$ cat src/rtl/mem_read_streamer.sv
`timescale 1ns/1ps
// mem_read_streamer: streams mem[start..end] from a synchronous-read RAM as a valid/ready beat stream.
// Define MEM_READ_STREAMER_STALL_CNT_EN to add stall_cnt_o, a saturating count of valid_o & !ready_i cycles.
module mem_read_streamer #(
    parameter int AddrBits    = 10,
    parameter int DataBits    = 8,
    parameter int ReadLatency = 1,
    parameter int FifoDepth   = 4
) (
    input  logic                clk_i,
    input  logic                rst_i,
    input  logic                start_i,
    input  logic [AddrBits-1:0] start_addr_i,
    input  logic [AddrBits-1:0] end_addr_i,
    output logic                busy_o,
    output logic                done_o,
    output logic                mem_rd_en_o,
    output logic [AddrBits-1:0] mem_addr_o,
    input  logic [DataBits-1:0] mem_data_i,
    output logic [DataBits-1:0] data_o,
    output logic                valid_o,
    input  logic                ready_i,
    output logic                last_o
`ifdef MEM_READ_STREAMER_STALL_CNT_EN
    ,
    output logic [15:0]         stall_cnt_o
`endif
);

    localparam int CntBits = $clog2(FifoDepth + 1);
    localparam int PtrBits = (FifoDepth > 1) ? $clog2(FifoDepth) : 1;

    if (ReadLatency < 1 || FifoDepth < ReadLatency + 2) begin : gen_param_check
        $error("mem_read_streamer: need ReadLatency >= 1 and FifoDepth >= ReadLatency+2");
    end

    typedef enum logic [1:0] {IDLE, RUN, DRAIN} state_e;

    state_e              state_q, state_d;
    logic [AddrBits-1:0] curAddr_q, curAddr_d;
    logic [AddrBits-1:0] endAddr_q, endAddr_d;
    logic                done_q, done_d;
    logic                rdEn_q, rdLast_q;
    logic [AddrBits-1:0] rdAddr_q;
    logic [CntBits-1:0]  inFlight_q, count_q;
    logic [PtrBits-1:0]  wrPtr_q, rdPtr_q;
    logic [ReadLatency-1:0] tagV_q, tagL_q;
    logic [DataBits-1:0] fifoData_q [FifoDepth];
    logic                fifoLast_q [FifoDepth];

    logic                issue, issueLast, push, pop, hasCredit;
    logic [AddrBits-1:0] issueAddr;
    logic [CntBits:0]    used;

    assign push    = tagV_q[ReadLatency-1];
    assign valid_o = (count_q != '0);
    assign pop     = valid_o & ready_i;
    assign data_o  = valid_o ? fifoData_q[rdPtr_q] : '0;
    assign last_o  = valid_o & fifoLast_q[rdPtr_q];
    assign busy_o  = (state_q != IDLE);
    assign done_o  = done_q;
    assign mem_rd_en_o = rdEn_q;
    assign mem_addr_o  = rdAddr_q;

    // Reads in flight plus buffered beats must leave room for every outstanding return.
    assign used      = {1'b0, inFlight_q} + {1'b0, count_q} - {{CntBits{1'b0}}, pop};
    assign hasCredit = (used < (CntBits+1)'(FifoDepth));

    always_comb begin
        state_d   = state_q;
        curAddr_d = curAddr_q;
        endAddr_d = endAddr_q;
        issue     = 1'b0;
        issueAddr = curAddr_q;
        issueLast = 1'b0;
        done_d    = 1'b0;
        case (state_q)
            IDLE: begin
                if (start_i) begin
                    issue     = 1'b1;
                    issueAddr = start_addr_i;
                    issueLast = (end_addr_i <= start_addr_i);
                    endAddr_d = end_addr_i;
                    curAddr_d = start_addr_i + AddrBits'(1);
                    state_d   = issueLast ? DRAIN : RUN;
                end
            end
            RUN: begin
                if (hasCredit) begin
                    issue     = 1'b1;
                    issueLast = (curAddr_q == endAddr_q);
                    curAddr_d = curAddr_q + AddrBits'(1);
                    if (issueLast) state_d = DRAIN;
                end
            end
            DRAIN: begin
                if (pop && last_o) begin
                    state_d = IDLE;
                    done_d  = 1'b1;
                end
            end
            default: state_d = IDLE;
        endcase
    end

    always_ff @(posedge clk_i or posedge rst_i) begin
        if (rst_i) begin
            state_q    <= IDLE;
            curAddr_q  <= '0;
            endAddr_q  <= '0;
            done_q     <= 1'b0;
            rdEn_q     <= 1'b0;
            rdAddr_q   <= '0;
            rdLast_q   <= 1'b0;
            inFlight_q <= '0;
        end else begin
            state_q    <= state_d;
            curAddr_q  <= curAddr_d;
            endAddr_q  <= endAddr_d;
            done_q     <= done_d;
            rdEn_q     <= issue;
            if (issue) begin
                rdAddr_q <= issueAddr;
                rdLast_q <= issueLast;
            end
            inFlight_q <= inFlight_q + CntBits'(issue) - CntBits'(push);
        end
    end

    // Tags ride alongside the memory pipeline; clearing them on reset drops stale returns.
    always_ff @(posedge clk_i or posedge rst_i) begin
        if (rst_i) begin
            tagV_q <= '0;
            tagL_q <= '0;
        end else begin
            for (int i = ReadLatency - 1; i > 0; i--) begin
                tagV_q[i] <= tagV_q[i-1];
                tagL_q[i] <= tagL_q[i-1];
            end
            tagV_q[0] <= rdEn_q;
            tagL_q[0] <= rdLast_q;
        end
    end

    always_ff @(posedge clk_i or posedge rst_i) begin
        if (rst_i) begin
            wrPtr_q <= '0;
            rdPtr_q <= '0;
            count_q <= '0;
        end else begin
            if (push)
                wrPtr_q <= (wrPtr_q == PtrBits'(FifoDepth - 1)) ? '0 : wrPtr_q + PtrBits'(1);
            if (pop)
                rdPtr_q <= (rdPtr_q == PtrBits'(FifoDepth - 1)) ? '0 : rdPtr_q + PtrBits'(1);
            count_q <= count_q + CntBits'(push) - CntBits'(pop);
        end
    end

    always_ff @(posedge clk_i) begin
        if (push) begin
            fifoData_q[wrPtr_q] <= mem_data_i;
            fifoLast_q[wrPtr_q] <= tagL_q[ReadLatency-1];
        end
    end

    fifoNoOverflow: assert property (@(posedge clk_i) disable iff (rst_i)
        !(push && !pop && count_q == CntBits'(FifoDepth)));

`ifdef MEM_READ_STREAMER_STALL_CNT_EN
    logic [15:0] stallCnt_q;

    always_ff @(posedge clk_i or posedge rst_i) begin
        if (rst_i)
            stallCnt_q <= '0;
        else if (state_q == IDLE && start_i)
            stallCnt_q <= '0;
        else if (valid_o && !ready_i && stallCnt_q != 16'hFFFF)
            stallCnt_q <= stallCnt_q + 16'd1;
    end

    assign stall_cnt_o = stallCnt_q;
`else
    // No stall counter in this build.
`endif

endmodule

$ cat config.mk
export PLATFORM = sky130hd
export DESIGN_NAME = mem_read_streamer
export DESIGN_NICKNAME = d
export VERILOG_FILES = /design/src/rtl/mem_read_streamer.sv
export SDC_FILE = /design/constraint.sdc
export NUM_CORES = 1
export LEC_CHECK = 0
export ABC_AREA = 1
export BUFFER_PORTS_ARGS = -buffer_cell sky130_fd_sc_hd__buf_2
export CORE_ASPECT_RATIO = 1.2
export CORE_MARGIN = 4
export CORE_UTILIZATION = 30
export DETAILED_ROUTE_END_ITERATION = 8
export GPL_TIMING_DRIVEN = 0
export PLACE_DENSITY = 0.5
export SYNTH_ARGS = -nofsm -noshare
export SYNTH_HDL_FRONTEND = slang
export SYNTH_SLANG_ARGS = --single-unit
$ cat constraint.sdc
create_clock -name clk_i -period 9.1 [get_ports clk_i]
set_input_delay 1.365 -clock clk_i [delete_from_list [all_inputs] [get_ports clk_i]]
set_output_delay 1.365 -clock clk_i [all_outputs]
set_load 0.1 [all_outputs]
Word-level counts from Yosys, hierarchy flattened

Memory sizes are Yosys's and may differ from the RTL's.
Cells that the tools add are included.

Bits in writable memories: 36
Bits in registers: 47
Memories kept: 2
Output and inout bits: 23
Bits of input ports: 32

$lt $le $gt $ge: 2
Bitwise gates (word level): 2
Multiplexer cells: 24
Equality and inequality tests: 9
Add/sub/neg operators: 10
Reduce and logical (&&, ||, !) cells: 8

Memories:

| name       | words | bits a word | read ports | clocked after memory_dff | wr ports | RTL line | text |
|---|---|---|---|---|---|---|---|
| fifoData_q | 4     | 8           | 1          | 0                        | 1        | 48       | `logic [DataBits-1:0] fifoData_q [FifoDepth];` |
| fifoLast_q | 4     | 1           | 1          | 0                        | 1        | 49       | `logic fifoLast_q [FifoDepth];` |

Operators by type and width:

| operator                                                   | count |
|---|---|
| 2-to-1 mux 10 bit                                          | 4 |
| adder 10 x 1 -> 10 bit, second input constant              | 2 |
| one-hot mux 10 bit (2 select lines)                        | 1 |
| 2-to-1 mux 2 bit                                           | 7 |
| equality test 10 bit                                       | 1 |
| less-or-equal comparator 10 bit                            | 1 |
| 2-to-1 mux 1 bit                                           | 8 |
| 2-to-1 mux 8 bit                                           | 1 |
| != test 2 bit, second input constant                       | 4 |
| adder 3 x 1 -> 3 bit                                       | 2 |
| equality test 2 bit, second input constant                 | 3 |
| one-hot mux 2 bit (3 select lines)                         | 1 |
| subtractor 3 x 1 -> 3 bit                                  | 2 |
| adder 2 x 1 -> 2 bit, second input constant                | 2 |
| adder 3 x 3 -> 4 bit                                       | 1 |
| less-than comparator 4 x 3 -> 1 bit, second input constant | 1 |
| one-hot mux 1 bit (2 select lines)                         | 2 |
| AND reduction 4 bit                                        | 1 |
| nonzero test 2 bit                                         | 2 |
| subtractor 4 x 1 -> 4 bit                                  | 1 |
| AND reduction 3 bit                                        | 1 |
| nonzero test 3 bit                                         | 1 |
| AND 1 bit                                                  | 2 |
| equality test 2 x 1 -> 1 bit, second input constant        | 1 |
| other kinds (3)                                            | 3 |

Logic depth before layout (Yosys ltp)

Depth in word-level cells: 8
Mapped depth: 20
Mapped depth without buffers: 19

Worst setup path before layout

Ideal clock, no wire load.

Path type: flip-flop to output port
From: register rdPtr_q[0]
To: output port data_o[6]
Data required time: 7,735 ps
Path slack: 5,213 ps
Arrival time: 2,522 ps
Stages on the path, launching flop included: 7
Cell sequence: dfrtp_1 buf_2 buf_1 nor2_1 nor2_1 o21ai_0 a21oi_1

Cells in the longest elaborated chain, start to end: 2

RTL lines:

| item                   | RTL line | text |
|---|---|---|
| start, declared        | 46       | `logic [PtrBits-1:0] wrPtr_q, rdPtr_q;` |
| start signal, assigned | 154      | `rdPtr_q <= (rdPtr_q == PtrBits'(FifoDepth - 1)) ? '0 : rdPtr_q + PtrBits'(1);` |
| memory (4 x 8 bit)     | --       |  |
| 2-to-1 mux 8 bit       | 58       | `assign data_o = valid_o ? fifoData_q[rdPtr_q] : '0;` |
| end, declared          | 20       | `output logic [DataBits-1:0] data_o,` |

No other way between the ends.

Final worst setup path

From: register rdPtr_q[0]
To: output port data_o[3]

Same word-level chain as after synthesis.

==> impl_metrics.ini <==
[cts]
clk_path_buf_depth = 2
postCtsSetupRepairBufs = 0
cts.root.buffer_cell = clkbuf_16
clk_latency_ns = 0.34
cts_tree = yes
cts_hold_buf = 0
path_clk_slew_ns = 0.06
clock_sinks = 83
htree_levels = 3
cts_inserted_buffers = 9
postCtsResizedCells = 0

[global_route]
grt_pass1_vias = 3368
track_usage_pct = 13.09
grt_pass1_wl_um = 17040
grt_overflow = 0
grt_max_degree = 35
grt_antenna_before_repair = 0

[yosys]
synthTopCellsByArea = dfrtp_1 (27%), edfxtp_1 (25%), nand2_1 (10%)
synth_cells = 480
async_flop_share_pct = 56.63
synth_fp_nets = 537
synth_cell_types = 37
synth.most_common_cell = nand2_1
synth_edf_count = 36
yosys_register_bits = 83
synth.avg_cell_area_sq_um = 9.134
synth-main-ff-cell = dfrtp_1
yosysWarnings = 0
synth_area_leader_cell = dfrtp_1
seq_area_frac_synth_pct = 51.48
netlist.area_leader.share_pct = 26.83
synthesis.area_sq_um = 4384
ys_top_cells_by_count = nand2_1 (122), dfrtp_1 (47), nor2_1 (47)

[worst_setup_path]
startpoint_type = register
cpLargestDelayFamily = buffers and inverters
worstPathCellList = buf_2, buf_1, nor2_1, nor2_1, o21ai_0, a21oi_1, buf_2
r2r_start = count_q[1]$_DFF_PP0_
worstSetupPathType = reg -> out
r2r_end = inFlight_q[2]$_DFF_PP0_
cp.required_ns = 7.74
r2r_cells = 20
cpPeakStageDelay_ns = 0.46
cp_slowest_cell = buf_1
crit_arrival_ns = 2.37
path_buf_inv = 3
reg2reg_setup_slack_ns = 5.84
crit_fanout = 10
end_kind = output port

[detailed_routing]
top_layer = met4
routed_via_density = 4.569
wl_met3_um = 335
wl_met2_um = 5431
wire_per_inst_um = 14.30
firstDrtPassIters = 4
routed_wl_um = 10380
vias = 3317
drc = 0
drtIter0Drc = 122
drt-met1-wl_um = 4401
ant_nets = 0

[placed_design]
dp_hpwl_um = 7792
numPortBuffers = 54
gp_congestion = 0.8067

[min_path]
hp-start = rdLast_q$_DFFE_PP0P_
min_path_cells = 0
hold_path.class = reg -> reg
hold-path-endpoint = tagL_q$_DFF_PP0_

[die]
row_count = 48
initial_core_util_pct = 30.54
die_w_um = 118.4
io-pin-count = 55
die_h_um = 140.4
die_area_sq_um = 16620
coreArea_sq_um = 14350

[timing]
max_freq_ghz = 0.2677
hold_violations = 0
rsz0062_at_grt = false
skew_ns = 0.007141
max_slew.worst_pin.slew_ns = 0.5470
tns_ns = 0
relSlewSlack_pct = 63.53
setup_viol = 0
fin_crit_ns = 3.736
finalCritPeriodShare_pct = 41.06
slew_violations = 0

[final_layout]
nets = 603
antenna_cells = 0
area.growth.synth_to_final_pct = 18.12
drive_gt1_share_pct = 19.60
fillerInstances = 1495

[outcome]
run_status = finished clean

[job]
maxCapViolCount = 0
sequential cells by signal, summed over array words and instances (netlist names):
register	flops
rdPtr_q	2
count_q	3
state_q	2
fifoData_q	32
curAddr_q	10
mem_addr_o	10
rdLast_q	1
tagL_q	1
fifoLast_q	4
mem_rd_en_o	1
inFlight_q	3
done_o	1
endAddr_q	10
wrPtr_q	2
push	1
placed cells by master (no fill, tap or decap), drive strengths merged:
cell / synthesis / final
nand2: 128 / 128
buf: 10 / 65
inv: 52 / 55
nor2: 52 / 52
dfrtp: 47 / 47
o21ai: 41 / 41
edfxtp: 36 / 36
nand3: 31 / 31
ha: 23 / 23
a21oi: 15 / 15
clkbuf: 6 / 15
xor2: 13 / 13
xnor2: 9 / 9
nand4: 5 / 5
clkinv: 1 / 5
nor3: 3 / 3
nand3b: 2 / 2
fa: 2 / 2
o21a: 2 / 2
o211ai: 1 / 1
o2111ai: 1 / 1
worst max-delay path by stage:
stage | startpoint | to | slack [ns] | cells after the start
2_1_floorplan | rdPtr_q[0]$_DFFE_PP0P_ | data_o[6] | 5.21 | 6
3_3_place_gp | ready_i | inFlight_q[2]$_DFF_PP0_ | 5.05 | 19
3_5_place_dp | ready_i | inFlight_q[2]$_DFF_PP0_ | 5.03 | 19
4_1_cts | rdPtr_q[0]$_DFFE_PP0P_ | data_o[3] | 5.34 | 7
5_1_grt | rdPtr_q[0]$_DFFE_PP0P_ | data_o[3] | 5.10 | 7
6_report | rdPtr_q[0]$_DFFE_PP0P_ | data_o[3] | 5.36 | 7
cells by family (layout without fill, tap and decap cells):
family,Yosys count,count (layout),synth area share [%]
flip-flops,83,83,51.48
buffers and inverters,69,140,6.650
adder cells (fa/ha/maj),25,25,7.477
XOR/XNOR,22,22,4.395
AO/OA/AOI/OAI,60,60,7.791
AND/OR/NAND/NOR,221,221,22.20
per-stage QoR:
step	std cells	area (sq um)	worst slack, ns	util (%)	hold slack [ns]
2_1_floorplan	480	4384	5.213	-	0.3544
3_3_place_gp	709	4873	5.053	33.95	0.3749
3_5_place_dp	710	4893	5.028	34.09	0.3762
4_1_cts	726	5179	5.336	36.08	0.3902
5_1_grt	726	5179	5.098	36.08	0.3971
6_report	726	5179	5.364	36.08	0.3865
layout make-up:
| type | count | area [sq um] | area share, % |
|---|---|---|---|
| clock inverters | 7 | 60.06 | 1.160 |
| plain buffers | 16 | 91.34 | 1.764 |
| repair buffers | 55 | 290.3 | 5.605 |
| flip-flops and latches | 83 | 2257 | 43.59 |
| inverters | 53 | 200.2 | 3.866 |
| multi-input cells | 328 | 1836 | 35.44 |
| well taps | 175 | 219.0 | 4.228 |
| clock buffers | 9 | 225.2 | 4.349 |
routing by layer:
metal	track usage, %	vias to the layer above
li1	-	1686
met1	15.26	1557
met2	23.37	59
met3	3.271	15
met4	4.506	0
met5	0	-
Power is left out: the tool's default activity adds up to more than one toggle a clock period on the data nets, which glitch-free logic cannot reach.
